### config.mk
export PLATFORM = sky130hd
export DESIGN_NAME = sat_cnt
export DESIGN_NICKNAME = d
export VERILOG_FILES = /design/src/rtl/l1a_lct_checker_sat_cnt.sv
export SDC_FILE = /design/constraint.sdc
export NUM_CORES = 1
export LEC_CHECK = 0
export CAP_MARGIN = 20
export CELL_PAD_IN_SITES_DETAIL_PLACEMENT = 0
export CELL_PAD_IN_SITES_GLOBAL_PLACEMENT = 1
export CORE_AREA = 4 4 53 55
export CTS_CLUSTER_SIZE = 16
export DETAILED_ROUTE_END_ITERATION = 8
export DIE_AREA = 0 0 57 59
export PLACE_DENSITY = 0.8
export SYNTH_ARGS = -nofsm -noshare
export SYNTH_HDL_FRONTEND = slang
export SYNTH_SLANG_ARGS = --single-unit
### constraint.sdc
create_clock -name CLK -period 3.15 [get_ports CLK]
set_input_delay 0.4725 -clock CLK [delete_from_list [all_inputs] [get_ports CLK]]
set_output_delay 0.4725 -clock CLK [all_outputs]
set_load 0.02 [all_outputs]
### src/rtl/l1a_lct_checker_sat_cnt.sv
// Saturating up-counter with synchronous clear.
//   CLK, RST_N  clock, async active-low reset
//   CLR         synchronous clear, wins over INC
//   INC         increment request; ignored once Q is all-ones
//   Q           count
module sat_cnt #(
  parameter int CNT_W = 16
) (
  input  logic             CLK,
  input  logic             RST_N,
  input  logic             CLR,
  input  logic             INC,
  output logic [CNT_W-1:0] Q
);
  always_ff @(posedge CLK or negedge RST_N) begin
    if (!RST_N)            Q <= '0;
    else if (CLR)          Q <= '0;
    else if (INC && !(&Q)) Q <= Q + CNT_W'(1);
  end
endmodule

---- Yosys cells after proc, flatten, opt, wreduce, memory -nomap -nowiden ----
Index checks and enable logic that the tools add are counted.
Widths: inputs -> output; s select.
storage, ports and cells
  output and inout bits ................... 16
  word-level logic and storage cells ...... 8
  bits of input ports ..................... 4
  flip-flop bits (word level) ............. 16
cells by class
  muxes and demuxes ....................... 2
  add/sub/neg operators ................... 1
  reduce and logical (&&, ||, !) cells .... 4
operators with widths
  cell                   number
  $mux 16                2
  $add 16x1->16 const B  1
  $reduce_and 16->1      1
  $reduce_bool 2->1      1
  $logic_and 1x1->1      1
  $logic_not 1->1        1

---- Longest topological paths before layout ----
Gate-level depths: netlist of the first run.
  word-level depth ........................ 5
  mapped depth ............................ 5
  depth with buffers taken out ............ 5

---- Worst setup path after synthesis of the first run ----
OpenSTA, ideal clock, no wires.
  path kind ............................... register to register
  start point ............................. register Q[0]
  end point ............................... register Q[14]
  data arrival time ....................... 1.529 ns
  path buffers ............................ 0
  path slack .............................. 1.543 ns
  required time ........................... 3.072 ns
  stages on the path, launching flop included .. 6
  cells stage by stage .................... dfrtp_1 > ha_1 > and2_1 > o2111ai_2 > or3_1 > a21oi_1
between the ends
  cells in the longest elaborated chain, start to end .. 4
  elaborated cells on any way between the ends .. 7
  those cells by class .................... 1 x add/sub; 2 x mux; 4 x reduce/logical
ends and longest elaborated chain
  what                                                   RTL line  text
  start, declared                                        13        output logic [CNT_W-1:0] Q
  start signal, assigned                                 18        else if (INC && !(&Q)) Q <= Q + CNT_W'(1);
  branches (longest 4 deep; another with $add 16x1->16)  --
Several ways; the timed one is not identified. The select of a mux whose other input is x is not followed.
A chain may end at the register's enable or synchronous reset.

---- Worst setup path after layout of the first run ----
  start point ............................. register Q[8]
  end point ............................... output Q[8]
No word-level cell between the ends.

==> flow_results.org, run 1 <==
** Placement
- After detailed placement, the total cell area comes to 1140 um^2.
- Placed wire-length estimate after detailed placement :: 1.53 mm
- Count of input and output buffers :: 19
- At the end of routability-driven placement, the weighted congestion stood at 0.776.

** Flow run
- Max Cap Violations :: 0

** Timing
- Final setup violation count :: 0
- Final period util :: 60.4%
- The count of endpoints failing hold in the final timing report is 0.
- Transition time of the tightest slew-check pin :: 743 ps
- Shortest clock period the worst path allows after layout :: 1900 ps
- Static timing analysis puts the maximum clock frequency at 526 MHz.
- Rel. slew slack :: 50.3%
- Across the routed clock network, the largest skew measured is 1.86 ps.
- Unrepaired setup endpoints after global routing :: false
- Final Slew Violations :: 0
- For the final routed database, the setup TNS stands at 0 ps.
- Worst hold margin :: 586 ps

** Floorplan
- Number of top-level pins :: 20
- The total area inside the core boundary comes to 2390 um^2.
- Width of the chip :: 57 um
- For this configuration, the core starts out at a cell density of 38.5%.
- Die Outline Area :: 3360 um^2
- In this run the core area contains 18 standard-cell rows.
- Die Y :: 59 um

** Critical path
- Critical path data required time :: 2680 ps
- The worst setup path is captured at a primary output.
- For the worst setup path, the data arrival time is 1430 ps.
- Crit path buf inv count :: 1
- Crit Path Max Fanout :: 7
- Worst path max stage delay :: 660 ps
- The worst setup path is of the register to primary output kind.
- Cell-by-cell trace of the critical path :: clkdlybuf4s50_1
- The largest individual stage delay along the critical path comes from the cell sky130_fd_sc_hd__clkdlybuf4s50_1.
- Launching element type of the critical path :: register
- CP top delay family :: buffers and inverters

** Clock tree
- Htree depth :: 1
- Quantity of gates resized following cts :: 0
- The number of clock buffers added by TritonCTS is 3.
- Clock sink total :: 16
- TritonCTS built the clock tree.
- Clock-pin slew was measured on the worst setup and hold paths at 90 ps.
- After clock tree synthesis, the flow added hold-fix buffers numbering 0.
- Bufs on Longest Clock Path :: 2
- Master cell of the clock root buffer :: sky130_fd_sc_hd__clkbuf_4
- In this run the post-CTS setup repair buffer count came out at 0.
- Clock latency on the worst-skew pair, taken at its later pin, is 280 ps.

** Synth
- Yosys printed 0 warnings.
- Average cell area after synthesis :: 9.68 um^2
- The synthesized design contains 16 register bits.
- The cell count after synthesis came out at 95.
- Synthesis produced a netlist with a net count of 100.
- The mapped netlist covers 920 um^2.
- Sequential cells were found to cover 43.5% of the synthesized design area.
- Synthesis instantiated 36 different standard cells from the library.

** Pwr
- Total power per unit cell area :: 299 nW/um^2
- Leakage power figure :: 0.453 nW
- Maximum VDD drop :: 165 uV

** Global routing
- Wire length of the first global-routing pass :: 3.80 mm
- Entering global routing, the biggest net connects 20 pins.
- For this run the aggregate overflow at the end of global routing stands at 0.
- Number of global-route vias before repair :: 826
- Global routing used 14.3% of the available tracks.
- The number of antenna violations at the first check in global routing was 0.

** Drt
- Overall via count from detail_route :: 799
- Number of detailed-routing iterations run before antenna repair :: 4
- The count of nets left with antenna violations once routing finished came out at 0.
- Iteration-0 DRC count of the detailed router :: 6
- After detailed routing, the number of remaining DRC violations is 0.
- Detailed Route WL :: 2.04 mm
- Using the TritonRoute via totals, the vias-per-cell ratio works out to 5.51.
- Avg WL per Cell :: 14.1 um

** Layout
- In the final layout, the multi-input gates occupy 504 um^2.
- The register with the most flip-flops in the layout has 16 of them.
- Regs by FF count :: Q (16)
- At the end of the flow, the number of nets in the layout was 122.
- Fraction of final layout cells sized beyond drive strength 1 :: 11.3%
- Q holds more flip-flops than any other register.
- 0 antenna diodes ended up in the layout.
- Share of the core filled with cells :: 48.7%
- After routing the design area is 1160 um^2.
- Area delta synth->final :: 26.4%
- Number of fillers in the final layout :: 257
- In the final layout, flip-flops and latches occupy 400 um^2.

** Hold path
- The path class of the tightest hold or removal check is register to register.

** Run status
- Status :: finished clean
## path summary, 6_finish.rpt
kind	start	endpoint	slack (ps)	cells past startpoint
max in group asynchronous	RST_N	Q[4]$_DFFE_PN0P_	2060	1
max	Q[8]$_DFFE_PN0P_	Q[8]	1250	1
max reg2reg	Q[0]$_DFFE_PN0P_	Q[6]$_DFFE_PN0P_	1450	5
min in group asynchronous	RST_N	Q[12]$_DFFE_PN0P_	620	1
min	Q[15]$_DFFE_PN0P_	Q[15]$_DFFE_PN0P_	590	2
min reg2reg	Q[15]$_DFFE_PN0P_	Q[15]$_DFFE_PN0P_	590	2
## cells in the mapped netlist
cell | number | area (um^2)
sky130_fd_sc_hd__a21boi_2 | 1 | 11.3
sky130_fd_sc_hd__a21oi_1 | 8 | 40.0
sky130_fd_sc_hd__a31oi_1 | 3 | 18.8
sky130_fd_sc_hd__and2_1 | 3 | 18.8
sky130_fd_sc_hd__and3_1 | 1 | 6.26
sky130_fd_sc_hd__and3_2 | 1 | 7.51
sky130_fd_sc_hd__and4_1 | 1 | 8.76
sky130_fd_sc_hd__and4_4 | 1 | 11.3
sky130_fd_sc_hd__clkbuf_1 | 2 | 7.51
sky130_fd_sc_hd__dfrtp_1 | 16 | 400
sky130_fd_sc_hd__ha_1 | 1 | 12.5
sky130_fd_sc_hd__inv_1 | 2 | 7.51
sky130_fd_sc_hd__mux2_2 | 1 | 11.3
sky130_fd_sc_hd__mux2_4 | 1 | 15.0
sky130_fd_sc_hd__mux2i_1 | 2 | 20.0
sky130_fd_sc_hd__nand2_1 | 7 | 26.3
sky130_fd_sc_hd__nand2b_1 | 3 | 18.8
sky130_fd_sc_hd__nand3_1 | 4 | 20.0
sky130_fd_sc_hd__nand3_4 | 1 | 17.5
sky130_fd_sc_hd__nand4_1 | 1 | 6.26
sky130_fd_sc_hd__nand4_2 | 1 | 12.5
sky130_fd_sc_hd__nor2_1 | 8 | 30.0
sky130_fd_sc_hd__nor2b_1 | 2 | 12.5
sky130_fd_sc_hd__nor3_1 | 3 | 15.0
sky130_fd_sc_hd__nor3_4 | 1 | 16.3
sky130_fd_sc_hd__nor3b_1 | 1 | 7.51
sky130_fd_sc_hd__nor4_1 | 1 | 6.26
sky130_fd_sc_hd__nor4_2 | 1 | 12.5
sky130_fd_sc_hd__o2111ai_2 | 1 | 15.0
sky130_fd_sc_hd__o211ai_1 | 1 | 7.51
sky130_fd_sc_hd__o21ai_0 | 4 | 20.0
sky130_fd_sc_hd__o21bai_1 | 1 | 7.51
sky130_fd_sc_hd__o31ai_1 | 3 | 22.5
sky130_fd_sc_hd__or3_1 | 4 | 25.0
sky130_fd_sc_hd__or4_1 | 2 | 15.0
sky130_fd_sc_hd__xor2_1 | 1 | 8.76
## power by group
group          switching, mW  internal (mW)
Combinational         0.0164         0.0134
Clock                 0.0626         0.0443
Sequential           0.00323          0.208
## layout make-up
class                      instances  share of cell area (%)
multi-input combinational         75                    43.4
sequential                        16                    34.4
timing repair buffer              19                    16.4
tap                               30                    3.23
clock buffer                       3                    1.94
inverter                           2                   0.646
## placed cells by master, fill, tap and decap left out, types with 2 or more instances in the layout
master / n
sky130_fd_sc_hd__clkdlybuf4s50_1: 19
sky130_fd_sc_hd__dfrtp_1: 16
sky130_fd_sc_hd__a21oi_1: 8
sky130_fd_sc_hd__nor2_1: 8
sky130_fd_sc_hd__nand2_1: 7
sky130_fd_sc_hd__nand3_1: 4
sky130_fd_sc_hd__o21ai_0: 4
sky130_fd_sc_hd__or3_1: 4
sky130_fd_sc_hd__and2_1: 3
sky130_fd_sc_hd__nand2b_1: 3
sky130_fd_sc_hd__o31ai_1: 3
sky130_fd_sc_hd__a31oi_1: 3
sky130_fd_sc_hd__nor3_1: 3
sky130_fd_sc_hd__clkbuf_4: 3
sky130_fd_sc_hd__inv_1: 2
sky130_fd_sc_hd__mux2i_1: 2
sky130_fd_sc_hd__nor2b_1: 2
sky130_fd_sc_hd__or4_1: 2
## logic make-up (layout without fill, tap and decap cells)
family	Yosys count	in the layout	synth area share, %
AOI/OAI and AO/OA	22	22	15.5
and+or+nand+nor	47	47	32.0
adders and majority gates	1	1	1.36
DFF	16	16	43.5
xor gates and xnor gates	1	1	0.953
muxes	4	4	5.03
buffers and inverters	4	24	1.63
## metal layers
| metal | track usage [%] | vias up | wire, um |
|---|---|---|---|
| met4 | 5.96 | 0 | 14 |
| met1 | 19.5 | 379 | 938 |
| met3 | 2.83 | 4 | 102 |
| met5 | 0 | - | 0 |
| met2 | 22.3 | 23 | 986 |
| li1 | - | 393 | - |
## through the flow
stage,total power [mW],setup slack [ps],instances
global route,0.367,1190,145
CTS,0.354,1240,145
floorplan,0.229,1540,95
detailed placement,0.245,1050,142
global placement,0.245,1090,142
finish,0.348,1250,145
## worst min-delay path, cell delays in order (launching register included)
cell	delay (ps)
sky130_fd_sc_hd__dfrtp_1	420
sky130_fd_sc_hd__o31ai_1	80
sky130_fd_sc_hd__a21oi_1	60
(Power assumes the default switching activity.)
==> inputs of run 2 (changes only) <==
--- a/config.mk
+++ b/config.mk
@@ -8,11 +8,11 @@
 export CAP_MARGIN = 20
 export CELL_PAD_IN_SITES_DETAIL_PLACEMENT = 0
 export CELL_PAD_IN_SITES_GLOBAL_PLACEMENT = 1
-export CORE_AREA = 4 4 53 55
+export CORE_AREA = 4 4 55 57
 export CTS_CLUSTER_SIZE = 16
 export DETAILED_ROUTE_END_ITERATION = 8
-export DIE_AREA = 0 0 57 59
-export PLACE_DENSITY = 0.8
+export DIE_AREA = 0 0 59 61
+export PLACE_DENSITY = 0.74
 export SYNTH_ARGS = -nofsm -noshare
 export SYNTH_HDL_FRONTEND = slang
 export SYNTH_SLANG_ARGS = --single-unit
==> constraint.sdc (replaced) <==
create_clock -name CLK -period 1.9 [get_ports CLK]
set_input_delay 0.285 -clock CLK [delete_from_list [all_inputs] [get_ports CLK]]
set_output_delay 0.285 -clock CLK [all_outputs]
set_load 0.02 [all_outputs]
==> flow_results.org, run 2 (synthesis results as in run 1) <==
** Pwr
- For this design the static power due to leakage is 0.479 nW.
- Total power per unit cell area :: 528 nW/um^2
- Across the VDD grid, the largest voltage drop is 302 uV.
- Overall power of the completed layout :: 637 uW

** Layout
- Most used cells in the layout excluding fill and tap cells :: 19 x sky130_fd_sc_hd__clkdlybuf4s50_1, 16 x sky130_fd_sc_hd__dfrtp_1, 8 x sky130_fd_sc_hd__a21oi_1, 8 x sky130_fd_sc_hd__nor2_1, 7 x sky130_fd_sc_hd__nand2_1
- Q holds more flip-flops than any other register.
- The largest registers in the layout are Q (16).
- Number of fillers in the final layout :: 247
- Share of the core filled with cells :: 48.7%
- Leaving out fill and tap cells, the most frequent cell in the layout is sky130_fd_sc_hd__clkdlybuf4s50_1.
- Ant diodes :: 0
- Final standard cell count with taps included and fillers excluded :: 150
- Nets :: 126
- Flip-flop count of the largest register, all copies and words added :: 16
- Area delta synth->final :: 31.2%
- Fraction of final layout cells sized beyond drive strength 1 :: 15.0%
- Across the whole layout, storage elements account for 400 um^2.
- Summing all multi-input logic gate instances after layout gives 504 um^2.
- Final Cell Area :: 1210 um^2

** Drt
- Dividing the detail-routed wire length by the instance count gives 14.6 um.
- The first detailed-routing pass ran for 4 iterations.
- Iteration-0 DRC count of the detailed router :: 18
- DRC Markers :: 0
- Detail-routed via count per cell :: 5.56
- For this block, the routed nets add up to 2.19 mm of wire.
- Across all layers, the routed design uses 834 vias.
- In this run the remaining antenna-violating nets after routing total 0.

** Critical path
- In this design, the largest share of critical-path delay is due to buffers and inverters.
- Crit path buf inv count :: 1
- For the worst setup path, the data arrival time is 1440 ps.
- Of all nets on the critical path, the largest fanout is 7.
- The worst setup path is launched from a register.
- Worst Setup End Kind :: primary output
- Worst path max stage delay :: 660 ps
- Type of the setup path with the least slack :: register to primary output
- At the worst endpoint, the required time is 1620 ps.
- Traced cell by cell, the critical path runs through clkdlybuf4s50_1.
- For this design, the slowest cell found on the critical path is sky130_fd_sc_hd__clkdlybuf4s50_1.

** Timing
- Setup repair after global routing left no endpoint under its margin.
- Final Skew :: 4.48 ps
- Final period util :: 90.9%
- Rel. slew slack :: 75.6%
- Final TNS setup :: 0 ps
- Setup violations remaining at the end of the flow were counted as 0.
- At the pin with the least slew margin, the transition time is 363 ps.
- Slack of the critical path :: 172 ps
- Final Slew Violations :: 0
- The count of endpoints failing hold in the final timing report came to 0.
- Maximum frequency from static timing analysis :: 579 MHz
- Worst hold margin :: 305 ps
- Shortest clock period the worst path allows after layout :: 1730 ps

** Clock tree
- The clock drives 16 sinks.
- Master cell of the clock root buffer :: sky130_fd_sc_hd__clkbuf_4
- Clock transition time at the flip-flop clock pins of the worst setup and hold paths :: 100 ps
- Cts hold-fix bufs :: 0
- Clock latency of the later-clocked register in the worst-skew pair :: 290 ps
- Clock tree from TritonCTS :: done
- Bufs on Longest Clock Path :: 2
- Setup Fix Bufs, Post-CTS :: 0
- Quantity of gates resized following cts :: 0
- Clock buffer count from CTS :: 3
- CTS built an H-tree with a depth of 1.

** Floorplan
- The core region is 2480 um^2.
- For this design the top-level I/O count stands at 20.
- Die Y :: 61 um
- Width of the chip :: 59 um
- Die Outline Area :: 3600 um^2
- The initial utilization of the core area, before any placement, comes to 37.1%.
- The floorplan has 18 rows.

** Placement
- Placer Congestion :: 0.787
- Placed wire-length estimate after detailed placement :: 1.57 mm
- Placed cell count :: 146
- During placement, the flow inserted port buffers numbering 19.
- Placement Cell Area :: 1170 um^2
- OpenSTA, run right after detailed placement, puts the worst setup slack at -2.82 ps.

** Run status
- Status :: finished clean

** Global routing
- Total routing resource utilization after global routing :: 14.8%
- The via count of the first global-routing pass is 855.
- Pin count of the biggest net entering global routing :: 17
- The first global-routing pass estimated 3.97 mm of wire.
- Summed over all layers, the global routing overflow is 0.
- Initial antenna violation count :: 0

** Hold path
- In this run the worst hold path is classified as primary input to asynchronous set/reset pin.

** Flow run
- Max Cap Violations :: 0
## run 2: cell count changes in the layout (fill, tap and decap cells not counted), sizes merged
| cell | delta |
|---|---|
| buf | +4 |
| clkbuf | +1 |
## run 2: worst paths after layout
check                                          to             start  slack, ps  cells after the start
worst min register to register   Q[5]$_DFFE_PN0P_  Q[5]$_DFFE_PN0P_        580                      1
worst min-delay path            Q[14]$_DFFE_PN0P_             RST_N        310                      2
max in group asynchronous        Q[3]$_DFFE_PN0P_             RST_N       1410                      2
min in group CLK                 Q[5]$_DFFE_PN0P_  Q[5]$_DFFE_PN0P_        580                      1
worst max register to register   Q[0]$_DFFE_PN0P_  Q[8]$_DFFE_PN0P_        240                      4
worst max-delay path                         Q[8]  Q[8]$_DFFE_PN0P_        170                      1
## run 2: power by group
| part | total [mW] | switching, mW | internal (mW) |
|---|---|---|---|
| Sequential | 0.350 | 0.00559 | 0.344 |
| Clock | 0.234 | 0.117 | 0.117 |
| Combinational | 0.0528 | 0.0276 | 0.0252 |
## run 2: cell type report
| type | instances | share of cell area [%] |
|---|---|---|
| multi-input cells | 75 | 41.8 |
| flip-flops and latches | 16 | 33.2 |
| repair buffers | 23 | 18.3 |
| well taps | 30 | 3.11 |
| clock buffers | 4 | 3.01 |
| inverters | 2 | 0.622 |
## run 2: routing by layer
| metal | track usage (%) | wire, um | up-vias |
|---|---|---|---|
| met1 | 18.3 | 1010 | 405 |
| met2 | 25.1 | 1050 | 19 |
| met4 | 5.83 | 16 | 0 |
| met3 | 3.19 | 117 | 2 |
| met5 | 0 | 0 | - |
| li1 | - | - | 408 |
## run 2: worst register-to-register path: stages, from the launching register on
cell and delay, ps:
sky130_fd_sc_hd__dfrtp_1 500, sky130_fd_sc_hd__nand4_2 240, sky130_fd_sc_hd__nor3_4 370, sky130_fd_sc_hd__a21boi_2 140
sky130_fd_sc_hd__mux2_4 310
==> patch: new RTL, config.mk and constraints of run 2 <==
Put one more register stage on the output `Q`. The value now appears one clock later.
--- a/src/rtl/l1a_lct_checker_sat_cnt.sv
+++ b/src/rtl/l1a_lct_checker_sat_cnt.sv
@@ -14,7 +14,13 @@
 );
+
+  logic [CNT_W-1:0] Q_s0;
   always_ff @(posedge CLK or negedge RST_N) begin
-    if (!RST_N)            Q <= '0;
-    else if (CLR)          Q <= '0;
-    else if (INC && !(&Q)) Q <= Q + CNT_W'(1);
+    if (!RST_N)            Q_s0 <= '0;
+    else if (CLR)          Q_s0 <= '0;
+    else if (INC && !(&Q_s0)) Q_s0 <= Q_s0 + CNT_W'(1);
   end
+  always_ff @(posedge CLK) begin
+    Q <= Q_s0;
+  end
+
 endmodule
Check against the original RTL: not equivalent (a bounded check fails within 4 cycles, from zero or initial values and one cycle with RST_N low).
==> patch against run 2 <==
Power increased by 78%. Count of clock-buffer cells in the layout increased by 4. Sequential cell count increased by 16. Worst setup slack got worse by 0.0021 ns. Maximum frequency decreased by 0.12%. Area after synthesis increased by 32%. Largest cell class is now registers. Wire length increased by 12%. Final area increased by 34%. Hold slack got worse by 0.035 ns. Via count increased by 19%. Die area unchanged. Critical endpoint is now Q_s0[10]. Clock power increased by 70%. Sequential share of layout area increased by 12 points.
==> patch: results <==
metrics = {
    "run_status": {
        "outcome": "finished clean",
    },
    "logic_synthesis": {
        "ys_top_cells_by_area": "dfrtp_1, dfxtp_1, a21oi_1, o31ai_1, or4_1",
        "synthFlopType": "dfxtp_1",
        "synth_seq_cells": 32,
        "yosysUniqueCellTypes": 32,
        "synth-seq-area-share_pct": 59.5,
    },
    "cells_and_area": {
        "nNetsFinal": 156,
        "signal_buffers": 35,
        "n_clock_buffer": 8,
        "top_regs": "Q: 16 flops, Q_s0: 16 flops",
        "fillCellCount": 220,
    },
    "setup_path": {
        "worstPathArrival_ns": 1.99,
        "worstReg2RegStart": "Q_s0[4]",
        "slowest_stage": "or4_1",
        "r2r-end": "Q_s0[10]",
    },
    "timing": {
        "period_needed_ns": 1.73,
        "fin_skew_ns": 0.00839,
    },
    "clock_tree": {
        "cts_max_level": 2,
        "cts_buffers": 5,
        "clk-insertion-delay-late_ns": 0.33,
    },
    "detailed_routing": {
        "vias_per_cell": 5.46,
    },
    "placed_design": {
        "place_congestion": 0.794,
    },
    "global_routing": {
        "grt_pass1_wl_mm": 4.22,
        "grtUsageTotal_pct": 16.1,
    },
    "pwr": {
        "powerDensity_mw_per_mm2": 703,
    },
}
## patch: cell families after synthesis
| kind of cell | share of synthesized area, % |
|---|---|
| DFF | 59.5 |
| AOI/OAI and AO/OA | 12.9 |
| adders and majority gates | 1.03 |
| and+or+nand+nor | 21.4 |
| muxes | 1.86 |
| buffers and inverters | 3.31 |
## patch: routing by layer
metal | global-route usage (%) | vias up | share of wire, %
met5 | 0 | - | 0
met4 | 10.0 | 0 | 2.2
met3 | 3.83 | 7 | 4.8
met2 | 25.4 | 21 | 46
met1 | 20.1 | 469 | 47
li1 | - | 496 | -
## patch: power by group
part | internal [W] | switching (W) | total (W)
Clock | 0.000182 | 0.000215 | 0.000397
Sequential | 0.000682 | 0.00000332 | 0.000685
Combinational | 0.0000232 | 0.0000276 | 0.0000509
Total | 0.000887 | 0.000246 | 0.00113
## patch: critical path: cells and delay by family (launching register included)
family	cells	cell delay (ns)
compound gates	1	0.15
simple gates	3	1.10
flops	1	0.42
